$ cat src/rtl/casex_match_pkg.sv
// Shared types for the casex pattern matcher: FSM states,
// table entry record and a clog2 helper.
package casex_match_pkg;

  localparam int MAXW = 16;

  typedef enum logic [1:0] {
    IDLE   = 2'd0,
    COUNT  = 2'd1,
    LOCKED = 2'd2
  } fsm_t;

  // value/mask are zero-extended from WIDTH to MAXW
  typedef struct packed {
    logic            en;
    logic            out;
    logic [MAXW-1:0] mask;
    logic [MAXW-1:0] value;
  } entry_t;

  function automatic int clog2(input int n);
    int r;
    r = 1;
    for (int i = 1; i < 31; i++)
      if ((1 << i) < n) r = i + 1;
    return r;
  endfunction

endpackage

$ cat src/rtl/casex_match_chan.sv
// One channel: priority matcher over the shared table,
// hold counter, lock FSM and registered outputs.
module casex_match_chan
  import casex_match_pkg::*;
#(
  parameter int   WIDTH       = 3,
  parameter int   NPAT        = 4,
  parameter int   HOLD        = 2,
  parameter logic DEFAULT_OUT = 1'b0,
  localparam int  IW          = clog2(NPAT),
  localparam int  CW          = clog2(HOLD + 1)
) (
  input  logic             clk,
  input  logic             rstn,
  input  entry_t           tbl [NPAT],
  input  logic             cfg_we,
  input  logic [IW-1:0]    cfg_addr,
  input  logic             in_valid,
  input  logic [WIDTH-1:0] st,
  output logic             dataOut,
  output logic             locked,
  output logic [IW-1:0]    match_idx
);

  fsm_t          fsm;
  logic [CW-1:0] cnt;
  logic          hit;
  logic [IW-1:0] hidx;
  logic [CW:0]   nxt;
  logic          done;
  logic          kill;

  // scan high to low so the lowest index wins
  always_comb begin
    hit  = 1'b0;
    hidx = '0;
    for (int i = NPAT - 1; i >= 0; i--) begin
      if (tbl[i].en &&
          (((MAXW'(st) ^ tbl[i].value)
            & ~tbl[i].mask) == '0)) begin
        hit  = 1'b1;
        hidx = IW'(i);
      end
    end
  end

  assign nxt  = {1'b0, cnt} + (CW+1)'(1);
  assign done = nxt >= (CW+1)'(HOLD);
  // rewriting the tracked entry aborts the run
  assign kill = cfg_we && (cfg_addr == match_idx)
                && (fsm != IDLE);

  always_ff @(posedge clk or negedge rstn) begin
    if (!rstn) begin
      fsm       <= IDLE;
      cnt       <= '0;
      match_idx <= '0;
      locked    <= 1'b0;
      dataOut   <= DEFAULT_OUT;
    end else if (kill) begin
      fsm     <= IDLE;
      cnt     <= '0;
      locked  <= 1'b0;
      dataOut <= DEFAULT_OUT;
    end else if (in_valid) begin
      unique case (fsm)
        IDLE: begin
          if (hit) begin
            match_idx <= hidx;
            cnt       <= CW'(1);
            if (HOLD == 1) begin
              fsm     <= LOCKED;
              locked  <= 1'b1;
              dataOut <= tbl[hidx].out;
            end else begin
              fsm <= COUNT;
            end
          end
        end
        COUNT: begin
          if (!hit) begin
            fsm <= IDLE;
            cnt <= '0;
          end else if (hidx == match_idx) begin
            if (done) begin
              fsm     <= LOCKED;
              cnt     <= CW'(HOLD);
              locked  <= 1'b1;
              dataOut <= tbl[hidx].out;
            end else begin
              cnt <= nxt[CW-1:0];
            end
          end else begin
            match_idx <= hidx;
            cnt       <= CW'(1);
          end
        end
        LOCKED: begin
          if (!hit) begin
            fsm     <= IDLE;
            cnt     <= '0;
            locked  <= 1'b0;
            dataOut <= DEFAULT_OUT;
          end else if (hidx != match_idx) begin
            fsm       <= COUNT;
            match_idx <= hidx;
            cnt       <= CW'(1);
            locked    <= 1'b0;
            dataOut   <= DEFAULT_OUT;
          end
        end
        default: begin
          fsm <= IDLE;
          cnt <= '0;
        end
      endcase
    end
  end

endmodule

$ cat src/rtl/casex_match_fsm.sv
// Programmable wildcard matcher: shared value/mask table
// plus one hold-to-lock channel per input bus.
module casex_match_fsm
  import casex_match_pkg::*;
#(
  parameter int   WIDTH       = 3,
  parameter int   NPAT        = 4,
  parameter int   CHANNELS    = 2,
  parameter int   HOLD        = 2,
  parameter logic DEFAULT_OUT = 1'b0,
  localparam int  IW          = clog2(NPAT)
) (
  input  logic                      clk,
  input  logic                      rstn,
  input  logic                      cfg_we,
  input  logic [IW-1:0]             cfg_addr,
  input  logic [WIDTH-1:0]          cfg_value,
  input  logic [WIDTH-1:0]          cfg_mask,
  input  logic                      cfg_out,
  input  logic                      cfg_en,
  input  logic [CHANNELS-1:0]       in_valid,
  input  logic [CHANNELS*WIDTH-1:0] state,
  output logic [CHANNELS-1:0]       dataOut,
  output logic [CHANNELS-1:0]       locked,
  output logic [CHANNELS*IW-1:0]    match_idx
);

  entry_t tbl [NPAT];

  always_ff @(posedge clk or negedge rstn) begin
    if (!rstn) begin
      for (int i = 0; i < NPAT; i++)
        tbl[i] <= '0;
    end else if (cfg_we && (int'(cfg_addr) < NPAT)) begin
      tbl[cfg_addr] <= '{en:    cfg_en,
                         out:   cfg_out,
                         mask:  MAXW'(cfg_mask),
                         value: MAXW'(cfg_value)};
    end
  end

  for (genvar c = 0; c < CHANNELS; c++) begin : g_ch
    casex_match_chan #(
      .WIDTH      (WIDTH),
      .NPAT       (NPAT),
      .HOLD       (HOLD),
      .DEFAULT_OUT(DEFAULT_OUT)
    ) u_chan (
      .clk      (clk),
      .rstn     (rstn),
      .tbl      (tbl),
      .cfg_we   (cfg_we),
      .cfg_addr (cfg_addr),
      .in_valid (in_valid[c]),
      .st       (state[c*WIDTH +: WIDTH]),
      .dataOut  (dataOut[c]),
      .locked   (locked[c]),
      .match_idx(match_idx[c*IW +: IW])
    );
  end

endmodule
$ cat config.mk
export PLATFORM = sky130hd
export DESIGN_NAME = casex_match_fsm
export DESIGN_NICKNAME = d
export VERILOG_FILES = /design/src/rtl/casex_match_pkg.sv /design/src/rtl/casex_match_chan.sv /design/src/rtl/casex_match_fsm.sv
export SDC_FILE = /design/constraint.sdc
export NUM_CORES = 1
export LEC_CHECK = 0
export ABC_AREA = 1
export ABC_CLOCK_PERIOD_IN_PS = 2000
export CAP_MARGIN = 40
export CORE_AREA = 2 2 97 99
export DETAILED_ROUTE_END_ITERATION = 6
export DIE_AREA = 0 0 99 101
export MAX_ROUTING_LAYER = met4
export PLACE_DENSITY = 0.77
export SETUP_SLACK_MARGIN = 0.4
export SLEW_MARGIN = 0
export SYNTH_ARGS = -nofsm -noshare
export SYNTH_HDL_FRONTEND = slang
export SYNTH_HIERARCHICAL = 1
export SYNTH_SLANG_ARGS = --single-unit
export TNS_END_PERCENT = 1
$ cat constraint.sdc
create_clock -name clk -period 2 [get_ports clk]
set_clock_uncertainty 0.2 [all_clocks]
set_input_delay 0.4 -clock clk [delete_from_list [all_inputs] [get_ports clk]]
set_output_delay 0.4 -clock clk [all_outputs]
set_load 0.01 [all_outputs]
After elaboration in Yosys (flattened, before gate mapping)
Index checks and enable logic that the tools add are counted.
{"block": "word_totals", "reg_bits": 152, "out_inout_bits": 8}
{"block": "classes", "addsub": 2, "magnitude_cmp": 6, "n_eq_ne": 34, "mux": 95, "bitwise": 25, "n_reduce_logical": 39}
{"cell": "34-bit binary-select mux with 2-bit select", "count": 2}
{"cell": "136-bit bitwise mux", "count": 1}
{"cell": "33-bit 2-to-1 mux", "count": 4}
{"cell": "16-bit bitwise AND", "count": 8}
{"cell": "16-bit logical NOT", "count": 8}
{"cell": "3-bit by 16-bit XOR with 16-bit output", "count": 8}
{"cell": "2-bit 2-to-1 mux", "count": 44}
{"cell": "34-bit demux with 2-bit select", "count": 1}
{"cell": "16-bit NOT", "count": 4}
{"cell": "2-bit one-hot mux with 3 select lines", "count": 6}
{"cell": "34-bit 2-to-1 mux", "count": 1}
{"cell": "1-bit 2-to-1 mux", "count": 32}
{"cell": "3-bit by 1-bit inequality test with 1-bit output, second input constant", "count": 8}
{"cell": "4-bit inequality test, second input constant", "count": 6}
{"cell": "2-bit by 1-bit inequality test with 1-bit output, second input constant", "count": 8}
{"cell": "8-bit AND reduction", "count": 2}
{"cell": "1-bit logical AND", "count": 13}
{"cell": "6-bit AND reduction", "count": 2}
{"cell": "3-bit nonzero test", "count": 4}
{"cell": "5-bit AND reduction", "count": 2}
{"cell": "3-bit >= comparator, second input constant", "count": 3}
{"cell": "2-bit NOT with 3-bit output", "count": 3}
{"cell": "2-bit equality test", "count": 4}
{"cell": "1-bit one-hot mux with 2 select lines", "count": 4}
{"cell": "11 further kinds", "count": 23}

Depth between registers and ports, before layout
{"block": "logic_depth", "ltp_word": 18, "mapped_depth": 19, "depth_no_buf": 19}

By module
Netlist, hierarchy kept.
{"module": "casex_match_chan at g_ch[0].u_chan", "instances": 1, "cells_each": 312, "area_per_inst_um2": 1621.6}
{"module": "casex_match_chan at g_ch[1].u_chan", "instances": 1, "cells_each": 318, "area_per_inst_um2": 1592.8}
{"module": "casex_match_fsm", "instances": 1, "cells_each": 144, "area_per_inst_um2": 1420.1}

Least setup slack after synthesis
OpenSTA, ideal clock, no wires.
{"block": "synth_path", "path_type": "input to register", "start": "input state[3]", "end": "register g_ch[1].u_chan.fsm[0]", "setup_ns": 0.120, "arrival_ns": 1.650, "path_slack_ns": 0.030, "path_stages": 17, "cell_sequence": "buf_6 > nor2_2 > nor2_1 > nand2_1 > nand2_2 > nor2_4 > nand2_4 > nand2_4 > nor2_4 > inv_2 > nand2_2 > nor2_2 > nand3_2 > nand3_4 > nor2_2 > nand2_1 > nand2_1"}
{"block": "synth_via", "elab_chain_cells": 12}
{"element": "start, declared", "line_no": "casex_match_fsm.sv:22", "rtl": "input logic [CHANNELS*WIDTH-1:0] state,"}
{"element": "3-bit by 16-bit XOR with 16-bit output", "line_no": "casex_match_chan.sv:39", "rtl": "(((MAXW'(st) ^ tbl[i].value)"}
{"element": "16-bit bitwise AND", "line_no": "casex_match_chan.sv:40", "rtl": "& ~tbl[i].mask) == '0)) begin"}
{"element": "16-bit logical NOT", "line_no": "casex_match_chan.sv:39"}
{"element": "1-bit logical AND", "line_no": "casex_match_chan.sv:38", "rtl": "if (tbl[i].en &&"}
{"element": "1-bit 2-to-1 mux (4 in series)", "line_no": "casex_match_chan.sv:38"}
{"element": "2-bit 2-to-1 mux (on tied branches)", "line_no": "casex_match_chan.sv:99, casex_match_chan.sv:81"}
{"element": "2-bit one-hot mux with 3 select lines", "line_no": "casex_match_chan.sv:66", "rtl": "unique case (fsm)"}
{"element": "2-bit 2-to-1 mux", "line_no": "casex_match_chan.sv:65", "rtl": "end else if (in_valid) begin"}
{"element": "2-bit 2-to-1 mux", "line_no": "casex_match_chan.sv:60", "rtl": "end else if (kill) begin"}
{"element": "end signal, assigned", "line_no": "casex_match_chan.sv:61", "rtl": "fsm <= IDLE;"}
{"element": "end signal, assigned", "line_no": "casex_match_chan.sv:72", "rtl": "fsm <= LOCKED;"}
{"element": "end signal, assigned", "line_no": "casex_match_chan.sv:100", "rtl": "fsm <= IDLE;"}
{"element": "end, declared", "line_no": "casex_match_chan.sv:25", "rtl": "fsm_t fsm;"}
Several ways; a longest one is shown, not always the timed one. The select of a mux whose other input is x is not followed.
A chain may end at the register's enable or synchronous reset.

Worst setup path in the final report
{"block": "layout_path", "start": "register tbl[2] (netlist name)", "end": "register g_ch[1].u_chan.dataOut"}
{"block": "layout_via", "elab_chain_cells": 18}
{"element": "3-bit by 16-bit XOR with 16-bit output *", "line_no": "casex_match_chan.sv:39"}
{"element": "16-bit bitwise AND *", "line_no": "casex_match_chan.sv:40"}
{"element": "16-bit logical NOT *", "line_no": "casex_match_chan.sv:39"}
{"element": "1-bit logical AND *", "line_no": "casex_match_chan.sv:38"}
{"element": "2-bit 2-to-1 mux (4 in series)", "line_no": "casex_match_chan.sv:38"}
{"element": "2-bit NOT with 3-bit output (not written as such)", "line_no": "casex_match_chan.sv:89", "rtl": "dataOut <= tbl[hidx].out;"}
{"element": "34-bit binary-select mux with 2-bit select", "line_no": "casex_match_chan.sv:89"}
{"element": "33-bit 2-to-1 mux (not written as such) (2 in series)", "line_no": "casex_match_chan.sv:89"}
{"element": "1-bit 2-to-1 mux", "line_no": "casex_match_chan.sv:85", "rtl": "if (done) begin"}
{"element": "1-bit 2-to-1 mux", "line_no": "casex_match_chan.sv:84", "rtl": "end else if (hidx == match_idx) begin"}
{"element": "1-bit 2-to-1 mux", "line_no": "casex_match_chan.sv:81", "rtl": "if (!hit) begin"}
{"element": "1-bit one-hot mux with 2 select lines", "line_no": "casex_match_chan.sv:66"}
{"element": "1-bit 2-to-1 mux", "line_no": "casex_match_chan.sv:65"}
{"element": "1-bit 2-to-1 mux", "line_no": "casex_match_chan.sv:60"}
{"element": "end signal, assigned", "line_no": "casex_match_chan.sv:74", "rtl": "dataOut <= tbl[hidx].out;"}
{"element": "end signal, assigned", "line_no": "casex_match_chan.sv:89"}
{"element": "end, declared", "line_no": "casex_match_chan.sv:20", "rtl": "output logic dataOut,"}
Mark *: on every way between the ends. The rest lies on a longest branch, timed or not. The select of a mux whose other input is x is not followed.

==> flow_metrics.py <==
metrics = {
    "grt": {
        "antenna_found_initial": 0,
        "gr-usage-all-layers_pct": 22.8,
        "grt_pass1_vias": 4169,
        "gr-total-overflow": 0,
        "grt_max_degree": 49,
        "grt_pass1_wl_um": 18200,
    },
    "placement": {
        "gp_congestion": 0.897,
        "place_hpwl_um": 7890,
        "portBuffers": 28,
    },
    "power": {
        "p_per_area_nw_per_um2": 586,
        "peakVddDrop_mv": 0.392,
        "p_leak_nw": 3.35,
    },
    "floorplan": {
        "die_x_um": 99,
        "die_area_um2": 10000,
        "die_h_um": 101,
        "core-area_um2": 8980,
        "start_util_pct": 51.6,
        "rows": 35,
        "pin_count": 29,
    },
    "clock_network": {
        "clk_pin_slew_ns": 0.10,
        "tritoncts": "built",
        "clockBufferDepth": 2,
        "cts_made_buffers": 5,
        "clock-sinks": 48,
        "clock_latency_ns": 0.30,
        "htree_levels": 2,
        "cts-root-buf": "clkbuf_8",
    },
    "worst_setup_path": {
        "setup.worst_path.start_class": "flop",
        "rrSetupSlack_ns": -0.07,
        "rr_startpoint": "tbl[2]",
        "cp.required_ns": 2.01,
        "crit_slowest_cell": "dfrtp_1",
        "timing.rr.end": "g_ch[1].u_chan/dataOut",
        "crit_family": "simple AND/OR/NAND/NOR gates",
        "ff2ff_path_depth": 14,
        "cp_max_fo": 5,
        "crit_chain": "or2_1, nand3_2, nand3_2, nor2_2, nand2_1, nand2_2, nand2_4, buf_4, o211ai_1, nand2_1, nand2_1, nor2_1, nand2_1, nand2_1",
        "crit_type": "reg -> reg",
        "cpPeakStageDelay_ns": 0.42,
        "crit_top_cell": "nand2_1",
        "cp.arrival_ns": 2.08,
        "end_kind": "flop",
        "critPathBufInv": 1,
    },
    "logic_synthesis": {
        "yosys_warnings": 6,
        "synth_top_family_by_area": "simple AND/OR/NAND/NOR gates",
        "yosysTopAreaCell": "dfrtp_1",
        "postSynthAreaPerCell_um2": 5.99,
        "netlist_top_cells_count": "nand2_1 (292), inv_1 (151), nor2_1 (79)",
        "synth.most_common_cell": "nand2_1",
        "synth_top_cell_area_share_pct": 25.9,
        "synth_cell_types": 34,
        "synth-xor-area-share_pct": 1.70,
        "synthAdderAreaFrac_pct": 0,
        "synth-edff-count": 0,
        "seq_area_frac_synth_pct": 25.9,
        "synthCells": 774,
        "ys.flop_type": "dfrtp_1",
        "synth_compound_area_share_pct": 5.13,
        "async_flop_share_pct": 100,
        "synthSimpleGateAreaFrac_pct": 51.1,
        "ys_seq_elements": 48,
        "netlist_area_um2": 4630,
        "yosys-top-cells-area": "dfrtp_1 (26%), nand2_1 (24%), inv_1 (12%)",
        "synth.mux.area_fraction_pct": 0,
    },
    "sta": {
        "hold_ws_ns": 0.280,
        "hold_viol": 0,
        "min_period_ns": 2.07,
        "slew_violations": 0,
        "fin_crit_sh_pct": 103,
        "setup_viol": 13,
        "fin_ws_ns": -0.0665,
        "fmax_ghz": 0.484,
        "rsz0062_at_grt": "true",
    },
    "flow_run": {
        "cap_violations": 0,
    },
    "min_path": {
        "hold_path.startpoint": "g_ch[0].u_chan/cnt[0]",
        "worstHoldPathCells": 2,
        "holdPathEnd": "g_ch[0].u_chan/cnt[0]",
        "hold_class": "reg -> reg",
    },
    "drt": {
        "drc": 0,
        "drt_iter0_drc": 238,
        "ant_nets": 0,
        "viasPerCell": 4.09,
        "num_vias": 4741,
        "wl_um": 10400,
        "dr.pass1.iters": 5,
        "wl_per_cell_um": 8.99,
    },
    "finish": {
        "fin_nets": 1069,
        "postLayoutCoreUtil_pct": 70.5,
        "drive_above_1_share_pct": 15.7,
        "area_delta_synth_final_pct": 36.6,
        "antenna_cells": 0,
    },
    "run_status": {
        "status": "finished, violations left",
        "violations": "negative setup slack",
    },
}
tightest hold or removal path: stages, from the launching register on:
cell and delay [ns]:
dfrtp_1 0.35, nand2_1 0.05, nand2_1 0.06
repair_timing:
action | 4_1_cts | 5_1_grt
gates resized for setup | 36 | 36
hold endpoints to repair | 48 | 0
setup endpoints to repair | 56 | 50
pin swaps | 11 | 16
setup buffers | 3 | 5
hold buffers | 1 | 0
flip-flops by register name (all words and copies together) (netlist names):
signal	flops
tbl	32
g_ch.u_chan/cnt	4
g_ch.u_chan/fsm	4
g_ch.u_chan/match_idx	4
g_ch.u_chan/dataOut	2
g_ch.u_chan/locked	2
through the flow:
step / setup WS, ns / power (mW) / cell area, um2 / setup TNS (ns) / cells
2_1_floorplan: 0.0574 / 2.27 / 5410 / 0 / 981
6_report: -0.0665 / 3.71 / 6330 / -0.443 / 1160
3_3_place_gp: -0.653 / 2.64 / 5980 / -10.50 / 1143
4_1_cts: -0.0344 / 3.61 / 6170 / -0.191 / 1155
3_5_place_dp: -0.669 / 2.66 / 5980 / -11.21 / 1143
5_1_grt: -0.241 / 4.01 / 6330 / -3.04 / 1160
metal layers:
metal | share of wire (%) | GRT usage, %
met4 | 1.4 | 6.43
met3 | 5.1 | 1.94
met2 | 46 | 36.5
met1 | 47 | 31.3
met5 | 0 | -
how the worst max path moves through the flow:
| stage | startpoint | to | depth (start not counted) |
|---|---|---|---|
| floorplan | state[3] | g_ch[1].u_chan/fsm[0] | 17 |
| global placement | state[3] | g_ch[1].u_chan/locked | 18 |
| detailed placement | state[3] | g_ch[1].u_chan/dataOut | 18 |
| CTS | tbl[2] | g_ch[1].u_chan/fsm[0] | 15 |
| global route | tbl[2] | g_ch[1].u_chan/fsm[1] | 13 |
| finish | tbl[2] | g_ch[1].u_chan/dataOut | 14 |
area by class of cell:
cell class | count | area (um2)
Clock buffer | 5 | 68.8
Clock inverter | 3 | 90.1
Fill cell | 802 | 2650
Inverter | 164 | 616
Multi-Input combinational cell | 758 | 3580
Sequential cell | 48 | 1210
Tap cell | 111 | 139
Timing Repair Buffer | 71 | 632
cell usage in the layout, fill, tap and decap left out, types with 2 or more instances in the layout:
| cell type | n |
|---|---|
| nand2_1 | 290 |
| conb_1 | 208 |
| inv_1 | 151 |
| nor2_1 | 73 |
| dfrtp_1 | 44 |
| buf_4 | 37 |
| nand4_1 | 28 |
| o21ai_0 | 28 |
| nand2_2 | 21 |
| nand3_1 | 16 |
| nor2_2 | 16 |
| nand2_4 | 14 |
| inv_2 | 13 |
| nand3_2 | 12 |
| clkdlybuf4s50_1 | 11 |
| nand3_4 | 7 |
| xnor2_1 | 7 |
| nor2_4 | 7 |
| nand3b_1 | 6 |
| o21ai_1 | 6 |
| clkbuf_8 | 5 |
| buf_6 | 5 |
| dfrtp_2 | 4 |
| dlygate4sd2_1 | 4 |
| clkdlybuf4s15_2 | 4 |
| bufinv_16 | 3 |
| clkdlybuf4s15_1 | 3 |
| or2_1 | 2 |
| a21oi_1 | 2 |
| nor3_2 | 2 |
| o21ai_2 | 2 |
| o211ai_1 | 2 |
| buf_12 | 2 |
| clkbuf_2 | 2 |
report_power, final:
group | internal, mW | switching [mW]
Clock | 0.625 | 0.342
Sequential | 1.15 | 0.164
Combinational | 0.578 | 0.844
cells by family after synthesis:
family | count (synthesis)
AO/OA/AOI/OAI | 43
XOR/XNOR | 9
buffers and inverters | 175
flip-flops | 48
other | 1
AND/OR/NAND/NOR | 498
Note: power is estimated with default switching activity, not from simulation.
